===== src/rtl/mac_seq_ctrl.sv =====
// Sequencer for one signed MAC: streams a dot product of len operand pairs from the data and
// weight buffers, waits out the MAC pipeline, then hands the result over with valid/ready.
module mac_seq_ctrl #(
  parameter int unsigned IN_BIT     = 8,
  parameter int unsigned WEIGHT_BIT = 8,
  parameter int unsigned OUT_BIT    = 20,
  parameter int unsigned OP_BIT     = 2,
  parameter int unsigned LEN_BIT    = 10,
  parameter int unsigned ADDR_BIT   = 10,
  parameter int unsigned MAC_LAT    = 2
) (
  input  logic                clk,
  input  logic                rst_n,
  input  logic                start,
  input  logic [LEN_BIT-1:0]  len,
  input  logic [ADDR_BIT-1:0] data_base,
  input  logic [ADDR_BIT-1:0] weight_base,
  output logic                busy,
  output logic                done,
  output logic                rd_en,
  output logic [ADDR_BIT-1:0] data_addr,
  output logic [ADDR_BIT-1:0] weight_addr,
  output logic                mac_ena,
  output logic [OP_BIT-1:0]   mac_op,
  input  logic [OUT_BIT-1:0]  mac_result,
  output logic [OUT_BIT-1:0]  result,
  output logic                result_valid,
  input  logic                result_ready
);

  localparam int unsigned DrainBit = $clog2(MAC_LAT + 1);

  localparam logic [OP_BIT-1:0] OpHold = OP_BIT'(0);
  localparam logic [OP_BIT-1:0] OpLoad = OP_BIT'(1);
  localparam logic [OP_BIT-1:0] OpAcc  = OP_BIT'(2);

  // Operand widths only matter to the MAC; the result is passed through as OUT_BIT bits.
  if (IN_BIT + WEIGHT_BIT > 2 * OUT_BIT) begin : g_wide_operands
  end

  typedef enum logic [1:0] {StIdle, StFetch, StDrain, StOut} state_e;

  state_e              state;
  logic [LEN_BIT-1:0]  remain;
  logic [DrainBit-1:0] drain_cnt;

  always_ff @(posedge clk or negedge rst_n) begin
    if (!rst_n) begin
      state        <= StIdle;
      remain       <= '0;
      drain_cnt    <= '0;
      busy         <= 1'b0;
      done         <= 1'b0;
      rd_en        <= 1'b0;
      data_addr    <= '0;
      weight_addr  <= '0;
      mac_ena      <= 1'b0;
      mac_op       <= OpHold;
      result       <= '0;
      result_valid <= 1'b0;
    end else begin
      done    <= 1'b0;
      // One register stage behind the read strobe, matching the buffer read latency.
      mac_ena <= rd_en;
      if (rd_en) begin
        mac_op <= mac_ena ? OpAcc : OpLoad;
      end else begin
        mac_op <= OpHold;
      end

      unique case (state)
        StIdle: begin
          if (start) begin
            busy <= 1'b1;
            if (len != '0) begin
              state       <= StFetch;
              rd_en       <= 1'b1;
              data_addr   <= data_base;
              weight_addr <= weight_base;
              remain      <= len - 1'b1;
            end else begin
              state        <= StOut;
              result       <= '0;
              result_valid <= 1'b1;
            end
          end
        end
        StFetch: begin
          if (remain == '0) begin
            rd_en     <= 1'b0;
            drain_cnt <= '0;
            state     <= StDrain;
          end else begin
            remain      <= remain - 1'b1;
            data_addr   <= data_addr + 1'b1;
            weight_addr <= weight_addr + 1'b1;
          end
        end
        StDrain: begin
          // Entered on the last mac_ena cycle; the MAC output is final MAC_LAT cycles later.
          if (drain_cnt == DrainBit'(MAC_LAT)) begin
            result       <= mac_result;
            result_valid <= 1'b1;
            state        <= StOut;
          end else begin
            drain_cnt <= drain_cnt + 1'b1;
          end
        end
        StOut: begin
          if (result_ready) begin
            result_valid <= 1'b0;
            done         <= 1'b1;
            busy         <= 1'b0;
            state        <= StIdle;
          end
        end
        default: state <= StIdle;
      endcase
    end
  end

endmodule


===== config.mk =====
export PLATFORM = sky130hd
export DESIGN_NAME = mac_seq_ctrl
export DESIGN_NICKNAME = d
export VERILOG_FILES = /design/src/rtl/mac_seq_ctrl.sv
export SDC_FILE = /design/constraint.sdc
export NUM_CORES = 1
export LEC_CHECK = 0
export ABC_AREA = 0
export CORE_ASPECT_RATIO = 0.9
export CORE_MARGIN = 4
export CORE_UTILIZATION = 55
export CTS_BUF_LIST = sky130_fd_sc_hd__clkbuf_16
export CTS_CLUSTER_SIZE = 28
export DETAILED_ROUTE_END_ITERATION = 6
export DONT_BUFFER_PORTS = 1
export PLACE_DENSITY_LB_ADDON = 0.15
export SYNTH_ARGS = -nofsm -noshare
export SYNTH_HDL_FRONTEND = slang
export SYNTH_SLANG_ARGS = --single-unit

===== constraint.sdc =====
create_clock -name clk -period 3.44 [get_ports clk]
set_input_delay 0.688 -clock clk [delete_from_list [all_inputs] [get_ports clk]]
set_output_delay 0.688 -clock clk [all_outputs]
set_load 0.03 [all_outputs]

### Yosys cells after proc, flatten, opt, wreduce, memory -nomap -nowiden

Index checks and enable logic that the tools add are counted.

| storage, ports and cells | value |
|---|---|
| register bits | 61 |
| bits of input ports | 54 |
| output and inout bits | 47 |
| word-level logic and storage cells | 84 |

| cells by class | value |
|---|---|
| $add $sub $neg | 5 |
| eq/ne operators | 12 |
| multiplexer cells | 40 |
| reductions and logical operators | 15 |

Operators with widths:

| operator | count |
|---|---|
| $mux W10 | 9 |
| $mux W20 | 3 |
| $pmux W10 S2 | 3 |
| $pmux W20 S2 | 1 |
| $add A10 B1 Y10 const B | 2 |
| $sub A10 B1 Y10 const B | 2 |
| $mux W2 | 9 |
| $ne A2 B2 Y1 const B | 8 |
| $reduce_and A4 Y1 | 4 |
| $logic_not A10 Y1 | 1 |
| $mux W1 | 10 |
| $reduce_bool A10 Y1 | 1 |
| $pmux W2 S4 | 1 |
| $reduce_bool A2 Y1 | 4 |
| $eq A2 B2 Y1 const B | 3 |
| $reduce_and A3 Y1 | 2 |
| $reduce_and A5 Y1 | 1 |
| $pmux W1 S2 | 2 |
| $pmux W2 S2 | 1 |
| $pmux W1 S3 | 1 |
| $reduce_bool A3 Y1 | 1 |
| $add A2 B1 Y2 const B | 1 |
| $eq A2 B1 Y1 const B | 1 |
| $logic_not A2 Y1 | 1 |

### Depth between registers and ports, before layout

Gate-level depths: netlist of the first run.

| logic depth | value |
|---|---|
| word-level depth | 4 |
| gate-level depth with buffers | 13 |
| mapped depth without buffers | 9 |

### Least setup slack after synthesis of the first run

OpenSTA, ideal clock, no wires.

| path | value |
|---|---|
| path kind | register to register |
| from | reg state[1] |
| to | reg remain[6] |
| setup time | 129 ps |
| data arrival time | 3158 ps |
| data required time | 3311 ps |
| path slack | 153 ps |
| stages on the path, launching flop included | 14 |
| path buffers | 4 |
| clock period less this slack | 3287 ps |
| path through | dfrtp_1 -> inv_1 -> ha_1 -> buf_4 -> clkbuf_1 -> clkbuf_1 -> clkbuf_1 -> mux2i_1 -> ha_1 -> nor4bb_1 -> o22ai_1 -> mux2_2 -> o21ai_0 -> o21ai_0 |

| between the ends | value |
|---|---|
| cells in the longest elaborated chain, start to end | 3 |
| elaborated cells between the ends (all ways) | 8 |
| those cells by class | eq/ne (4); mux (1); reduce/logical (3) |

Ends and longest elaborated chain:

| element | RTL line | text |
|---|---|---|
| from (decl) | 43 | `state_e state;` |
| from (signal assigned) | 49 | `state <= StIdle;` |
| from (signal assigned) | 76 | `state <= StFetch;` |
| from (signal assigned) | 82 | `state <= StOut;` |
| $eq A2 B1 Y1 / $logic_not A2 Y1 (equally long branches) | 71 | `unique case (state)` |
| $ne A2 B2 Y1 (no line) / $reduce_bool A2 Y1 (equally long branches) | n/a |  |
| $reduce_and A4 Y1 (no line) | n/a |  |
| to (signal assigned) | 80 | `remain <= len - 1'b1;` |
| to (signal assigned) | 94 | `remain <= remain - 1'b1;` |
| to (decl) | 44 | `logic [LEN_BIT-1:0] remain;` |

Parallel ways exist; a longest one is shown, timed or not.
A chain may end at the register's enable or synchronous reset.

### Worst setup path in the final report of the first run

| path | value |
|---|---|
| from | reg state[1] |
| to | reg remain[8] |

Same word-level chain as after synthesis.

==> results of run 1 <==
-- logic make-up after synthesis --
kind of cell             synth area share
AND/OR/NAND/NOR                     0.214
flip-flops                          0.453
XOR/XNOR                           0.0104
adder cells (fa/ha/maj)            0.0334
buffers and inverters              0.0371
AO/OA/AOI/OAI                       0.228
multiplexers                       0.0241
-- layout by cell type, fill, tap and decap left out, types with 3 or more instances in the layout --
master	instances
sky130_fd_sc_hd__o22ai_1	12
sky130_fd_sc_hd__nand2_1	32
sky130_fd_sc_hd__ha_1	9
sky130_fd_sc_hd__nand3_1	16
sky130_fd_sc_hd__nand2b_1	4
sky130_fd_sc_hd__and2_1	3
sky130_fd_sc_hd__xor2_1	3
sky130_fd_sc_hd__a31oi_1	3
sky130_fd_sc_hd__inv_1	12
sky130_fd_sc_hd__a21oi_1	20
sky130_fd_sc_hd__o21ai_1	3
sky130_fd_sc_hd__and3_1	9
sky130_fd_sc_hd__nor4_1	5
sky130_fd_sc_hd__clkbuf_16	9
sky130_fd_sc_hd__dfrtp_1	61
sky130_fd_sc_hd__o21ai_0	23
sky130_fd_sc_hd__nor2_1	26
sky130_fd_sc_hd__or4_1	3
sky130_fd_sc_hd__a22o_1	20
sky130_fd_sc_hd__a32oi_1	3
sky130_fd_sc_hd__o211ai_1	6
sky130_fd_sc_hd__mux2i_1	7
sky130_fd_sc_hd__nand4b_1	3
sky130_fd_sc_hd__a2bb2oi_1	3
sky130_fd_sc_hd__nor3_1	17
sky130_fd_sc_hd__buf_4	7
-- state kept, by name, indices dropped and copies added, names as in the netlist --
signal / count
result: 20
data_addr: 10
remain: 10
weight_addr: 10
drain_cnt: 2
mac_op: 2
state: 2
busy: 1
done: 1
mac_ena: 1
rd_en: 1
result_valid: 1
-- critical path: cells and delay by family, from the launching register on --
family,cells,cell delay (ps)
mux,1,340
fa+ha+maj,2,910
flops,1,390
buf+inv,1,130
simple gates,5,1220
-- power groups by stage --
stage	sequential (mW)	clock [mW]	combinational [mW]
after CTS	1.91	0.945	1.41
after floorplan	1.80	0	1.13
after global routing	1.96	0.994	1.59
after global placement	1.91	0	1.36
after detailed placement	1.92	0	1.40
final	1.90	0.931	1.41
-- per-stage QoR --
step	worst slack [ps]	utilization	area, um^2
CTS	411	0.641	3730
detailed placement	435	0.588	3420
floorplan	153	-	3370
global placement	513	0.588	3420
global route	10.6	0.641	3730
finish	327	0.641	3730
-- worst max path at each step --
stage	endpoint	slack, ps	depth (start not counted)
CTS	remain[8]$_DFFE_PN0P_	410	9
global placement	remain[8]$_DFFE_PN0P_	510	9
global route	remain[8]$_DFFE_PN0P_	10	9
floorplan	remain[6]$_DFFE_PN0P_	150	13
detailed placement	remain[8]$_DFFE_PN0P_	430	9
finish	remain[8]$_DFFE_PN0P_	330	9
-- area by class of cell --
cell class	count	area, um^2
fill	479	2090
multi-input combinational	272	1720
sequential	61	1530
clock buffer	9	225
tap	70	87.6
clock inverter	7	81.3
timing repair buffer	7	52.6
inverter	11	41.3
-- cells in the mapped netlist (2+ instances only) --
library cell / instances
sky130_fd_sc_hd__dfrtp_1: 61
sky130_fd_sc_hd__nand2_1: 32
sky130_fd_sc_hd__nor2_1: 26
sky130_fd_sc_hd__o21ai_0: 23
sky130_fd_sc_hd__a21oi_1: 20
sky130_fd_sc_hd__a22o_1: 20
sky130_fd_sc_hd__nor3_1: 17
sky130_fd_sc_hd__nand3_1: 16
sky130_fd_sc_hd__clkbuf_1: 14
sky130_fd_sc_hd__o22ai_1: 12
sky130_fd_sc_hd__inv_1: 11
sky130_fd_sc_hd__and3_1: 9
sky130_fd_sc_hd__ha_1: 9
sky130_fd_sc_hd__mux2i_1: 7
sky130_fd_sc_hd__o211ai_1: 6
sky130_fd_sc_hd__nor4_1: 5
sky130_fd_sc_hd__buf_2: 4
sky130_fd_sc_hd__nand2b_1: 4
sky130_fd_sc_hd__a2bb2oi_1: 3
sky130_fd_sc_hd__a31oi_1: 3
sky130_fd_sc_hd__a32oi_1: 3
sky130_fd_sc_hd__and2_1: 3
sky130_fd_sc_hd__nand4b_1: 3
sky130_fd_sc_hd__o21ai_1: 3
sky130_fd_sc_hd__or4_1: 3
sky130_fd_sc_hd__xor2_1: 3
sky130_fd_sc_hd__a211oi_1: 2
sky130_fd_sc_hd__a21boi_0: 2
sky130_fd_sc_hd__a311oi_1: 2
sky130_fd_sc_hd__and4_1: 2
sky130_fd_sc_hd__nand4_1: 2
sky130_fd_sc_hd__nor2b_1: 2
sky130_fd_sc_hd__nor4b_1: 2
sky130_fd_sc_hd__o32ai_1: 2
sky130_fd_sc_hd__or3_1: 2
sky130_fd_sc_hd__or3b_1: 2
-- routing by layer --
| metal | up-vias | GRT usage | wire length (um) |
|---|---|---|---|
| met4 | 0 | 0.0566 | 102 |
| met3 | 12 | 0.0924 | 800 |
| li1 | 1375 | - | - |
| met2 | 124 | 0.371 | 4060 |
| met1 | 1432 | 0.312 | 3560 |
| met5 | - | 0 | 0 |
==> results_dict.tcl, run 1 <==
set metrics [dict create \
    run_status "complete, no violations" \
    whs_ps 58.2 \
    drt_wl_total_mm 8.52 \
    synthCells 364 \
    nets 425 \
    ctsLongestPathBuffers 2 \
    floorplan.io_pins 101 \
    cts_tree "done" \
    part_of_the_yosys_area_used_for_sequential_elements 0.453 \
    power.leakage_nw 1.60 \
    portBuffers 0 \
    design.die.area_um2 7440 \
    vias_per_cell 6.73 \
    globalplace.congestion 0.854 \
    worst_slew_pin_slew_ps 763 \
    crit_path_max_incr_delay_ps 550 \
    cell_at_the_slowest_stage_of_the_critical_path "sky130_fd_sc_hd__ha_1" \
    layout.cells.non_filler 437 \
    post_syn_area_per_cell_um2 9.25 \
    worst-r2r-setup-slack_ps 330 \
    period_share 0.905 \
    drtAntennaViolNets 0 \
    cts_setup_buffers 0 \
    globalRouteTotalUtil 0.237 \
    detailed_routing_iterations_pass_1 5 \
    num_rows 26 \
    timing.final.max_slew_violations 0 \
    initial_core_util 0.578 \
    insertion_delay_ps 320 \
    yosysTopAreaCellShare 0.453 \
    maximum_fanout_along_the_worst_path 19 \
    detail_route.iter0.violations 250 \
    final_clock_skew_ps 4.23 \
    r2r_cells 9 \
    grt_first_pass_wirelength_mm 14.1 \
    critical_path_required_ps 3640 \
    post_cts_hold_buffer_count 0 \
    syn_to_final_growth_pct 10.8 \
    syn_nets 427 \
    num_antenna_cells 0 \
    seqPwrFrac 0.448 \
    detailed_place_hpwl_mm 6.01 \
    cts_inserted_buffers 9 \
    area_leader_netlist "sky130_fd_sc_hd__dfrtp_1" \
    cp.arrival_ps 3320 \
    beginning_of_the_worst_register_to_register_path "state[1]$_DFFE_PN0P_" \
    synth_flop_cell "sky130_fd_sc_hd__dfrtp_1" \
    report.final.setup_viol 0 \
    relative_slew_margins 0.491 \
    cts.htree.levels 3 \
    synth_edf_count 0 \
    worstSetupStartpointType "flip-flop" \
    drv_cap 0 \
    syn_area_um2 3370 \
    grt_antenna_before_repair 0 \
    dieWidth_um 90.5 \
    irDropWorstVdd_mv 0.504 \
    launching_instance_or_port_of_the_critical_path "state[1]$_DFFE_PN0P_" \
    max_freq_mhz 321 \
    dp_cells 421 \
    critical_path_class "flip-flop to flip-flop" \
    drcViolationCount 0 \
    overflow 0 \
    yosysWarningCount 0 \
    final_hold_viol_count 0 \
    timing.rr.end "remain[8]$_DFFE_PN0P_" \
    synthArstFlopShare 1.00 \
    clkSlewWorstSetupHoldPaths_ps 50 \
    register_bit_total_from_synthesis 61 \
    sw_frac_of_total 0.467 \
    rsz_0062_raised_after_global_routing "false" \
    routedWlPerCell_um 19.5 \
    power_mw 4.24 \
    fin_crit_ps 3110 \
    fin_setup_tns_ps 0 \
    dieHeight_um 82.2 \
    switching_power_mw 1.98 \
    sink_count_of_the_clock_tree 61 \
    worst_hold_path_type "input port to async pin" \
    critical_path.cell_chain "inv_1, ha_1, mux2i_1, ha_1, nor4bb_1, nor2_1, nor3_1, and4b_1, nor3_1" \
    p_int_mw 2.26 \
    grt_start_max_net_pins 62 \
    ys_types 60 \
    final_layout_size_suffix_gt1_frac 0.0627 \
    combinationalPowerShare 0.332 \
    clock_power_share 0.220 \
    main_area_contributors_after_synthesis "sky130_fd_sc_hd__dfrtp_1, sky130_fd_sc_hd__a22o_1, sky130_fd_sc_hd__nand2_1, sky130_fd_sc_hd__o21ai_0, sky130_fd_sc_hd__ha_1" \
    vias 2943 \
    endpoint_kind "flip-flop" \
    power.density_cell_area_nw_per_um2 1140 \
    design.core.area_um2 5820 \
    ctsRootBufferMaster "sky130_fd_sc_hd__clkbuf_16" \
    ctsResizeCount 0 \
    grt_pass1_vias 2870 \
]
Note: power is estimated with default switching activity, not from simulation.
==> run 2: changes to the inputs <==
--- a/config.mk
+++ b/config.mk
@@ -8,11 +8,12 @@
 export ABC_AREA = 0
 export CORE_ASPECT_RATIO = 0.9
 export CORE_MARGIN = 4
-export CORE_UTILIZATION = 55
+export CORE_UTILIZATION = 57
 export CTS_BUF_LIST = sky130_fd_sc_hd__clkbuf_16
 export CTS_CLUSTER_SIZE = 28
 export DETAILED_ROUTE_END_ITERATION = 6
 export DONT_BUFFER_PORTS = 1
+export GPL_TIMING_DRIVEN = 0
 export PLACE_DENSITY_LB_ADDON = 0.15
 export SYNTH_ARGS = -nofsm -noshare
 export SYNTH_HDL_FRONTEND = slang
==> run 2 against run 1 <==
Net effect:
- total power grew 3.3%
- worst setup slack lost 65 ps
- highest routed layer unchanged
- worst hold slack lost 2.9 ps
- maximum frequency shrank 2.0%
- clock skew shrank 1.0 ps
- die area shrank 3.2%
- register-to-register slack lost 60 ps
- flip-flop and latch count is the same
- sequential power is essentially flat
- cell count grew 3.2%
- critical path depth grew 3
==> results_dict.tcl, run 2 (same netlist as run 1, synthesis figures left out) <==
set metrics [dict create \
    run_status "complete, no violations" \
    cts_tree "done" \
    power.leakage_nw 1.63 \
    critPathBufInv 4 \
    initial_core_util 0.592 \
    vias_per_cell 6.73 \
    timing.final.max_slew_violations 0 \
    crit_path_max_incr_delay_ps 390 \
    p_int_mw 2.30 \
    endpoint_kind "flip-flop" \
    final_clock_skew_ps 3.22 \
    globalRouteTotalUtil 0.265 \
    post_cts_hold_buffer_count 0 \
    worst_hold_path_type "input port to async pin" \
    overflow 0 \
    fin_setup_tns_ps 0 \
    design.core.area_um2 5690 \
    cp_top_family "simple AND/OR/NAND/NOR gates" \
    fin_crit_ps 3180 \
    switching_power_mw 2.08 \
    floorplan.io_pins 101 \
    detail_route.iter0.violations 231 \
    final_hold_viol_count 0 \
    max_freq_mhz 315 \
    grt_pass1_vias 2854 \
    top_library_cells_by_usage_in_the_layout_fill_and_taps_aside "sky130_fd_sc_hd__dfrtp_1, sky130_fd_sc_hd__nand2_1, sky130_fd_sc_hd__nor2_1, sky130_fd_sc_hd__o21ai_0" \
    syn_to_final_growth_pct 13.6 \
    final_core_util 0.672 \
    largest_register_ff_count 20 \
    worstSetupStartpointType "flip-flop" \
    routedWlPerCell_um 20.1 \
    drv_cap 0 \
    sink_count_of_the_clock_tree 61 \
    cell_at_the_slowest_stage_of_the_critical_path "sky130_fd_sc_hd__dfrtp_1" \
    critical_path_required_ps 3680 \
    drcViolationCount 0 \
    power.density_cell_area_nw_per_um2 1140 \
    irDropWorstVdd_mv 0.697 \
    preCtsSetupSlack_ps -883 \
    grt_start_max_net_pins 62 \
    fill_cells 458 \
    num_antenna_cells 0 \
    seqPwrFrac 0.436 \
    crit_path_setup_slack_layout_ps 262 \
    grt_first_pass_wirelength_mm 14.6 \
    globalplace.congestion 0.941 \
    vias 3035 \
    layout_commonest_cell "sky130_fd_sc_hd__dfrtp_1" \
    cts_inserted_buffers 9 \
    detailed_routing_iterations_pass_1 5 \
    design.die.area_um2 7200 \
    cp.arrival_ps 3420 \
    grt_antenna_before_repair 0 \
    relative_slew_margins 0.551 \
    top_register "result" \
    dieWidth_um 89.0 \
    ctsLongestPathBuffers 2 \
    worst_slew_pin_slew_ps 673 \
    critical_path.cell_chain "inv_1, ha_2, buf_4, clkbuf_4, clkbuf_8, mux2i_1, ha_2, nor4bb_4, nor2_1, nor4_1, nor3_1, nor3_1" \
    drt_wl_total_mm 9.05 \
    report.final.setup_viol 0 \
    detailed_place_hpwl_mm 6.26 \
    portBuffers 0 \
    ctsRootBufferMaster "sky130_fd_sc_hd__clkbuf_16" \
    clkSlewWorstSetupHoldPaths_ps 50 \
    period_share 0.924 \
    rsz_0062_raised_after_global_routing "false" \
    sw_frac_of_total 0.476 \
    combinationalPowerShare 0.348 \
    final_layout_size_suffix_gt1_frac 0.0840 \
    insertion_delay_ps 320 \
    whs_ps 55.3 \
    worst-r2r-setup-slack_ps 260 \
    cts.htree.levels 3 \
    clock_power_share 0.216 \
    drtAntennaViolNets 0 \
    critical_path_class "flip-flop to flip-flop" \
    num_rows 26 \
    dieHeight_um 80.9 \
    maximum_fanout_along_the_worst_path 19 \
    nets 439 \
]
-- run 2: repair_timing --
item	in CTS	in global routing
resized for setup	10	4
endpoints found under the setup margin	4	3
cloned	0	0
buffers inserted	0	2
pin swaps	0	0
-- run 2: metrics by stage --
step / instances / instance area, um^2 / total power, mW
after floorplan: 364 / 3370 / 2.93
after global placement: 434 / 3460 / 3.30
after detailed placement: 434 / 3460 / 3.36
after CTS: 450 / 3800 / 4.35
after global routing: 451 / 3830 / 4.66
final: 451 / 3830 / 4.38
-- run 2: worst register-to-register path: stages (launching register included) --
cell and delay (ps):
sky130_fd_sc_hd__dfrtp_1 390, sky130_fd_sc_hd__inv_1 140, sky130_fd_sc_hd__ha_2 260, sky130_fd_sc_hd__buf_4 190
sky130_fd_sc_hd__clkbuf_4 220, sky130_fd_sc_hd__clkbuf_8 250, sky130_fd_sc_hd__mux2i_1 270, sky130_fd_sc_hd__ha_2 270
sky130_fd_sc_hd__nor4bb_4 330, sky130_fd_sc_hd__nor2_1 160, sky130_fd_sc_hd__nor4_1 340, sky130_fd_sc_hd__nor3_1 100
sky130_fd_sc_hd__nor3_1 180
-- run 2: final cells by class --
type                       instances  area (um^2)  share of cell area
tap                               70         87.6              0.0229
buffer                            19         93.8              0.0245
clock buffer                       9          225              0.0588
sequential                        61         1530               0.399
timing repair buffer               2         15.0             0.00392
clock inverter                     7         90.1              0.0235
inverter                          11         41.3              0.0108
multi-input combinational        272         1750               0.457
-- run 2: path summary, 6_finish.rpt --
kind / startpoint / to / cells after the start
worst max-delay path: state[1]$_DFFE_PN0P_ / remain[8]$_DFFE_PN0P_ / 12
worst min-delay path: rst_n / remain[2]$_DFFE_PN0P_ / 0
worst max register to register: state[1]$_DFFE_PN0P_ / remain[8]$_DFFE_PN0P_ / 12
worst min register to register: remain[0]$_DFFE_PN0P_ / remain[0]$_DFFE_PN0P_ / 2
max in group asynchronous: rst_n / drain_cnt[0]$_DFFE_PN0P_ / 0
min in group clk: mac_result[2] / result[2]$_DFFE_PN0P_ / 1
-- run 2: metal layers --
metal  GRT usage  routed length [um]  vias up
li1            -                   -     1398
met1       0.356                3780     1489
met2       0.389                4230      136
met3      0.0994                 940       12
met4       0.103                  98        0
met5           0                   0        -
-- run 2: power by group through the flow --
stage	clock [mW]	sequential (mW)	combinational, mW
2_1_floorplan	0	1.80	1.13
3_3_place_gp	0	1.90	1.40
3_5_place_dp	0	1.91	1.45
4_1_cts	0.955	1.90	1.50
5_1_grt	1.00	1.96	1.70
6_report	0.945	1.91	1.53
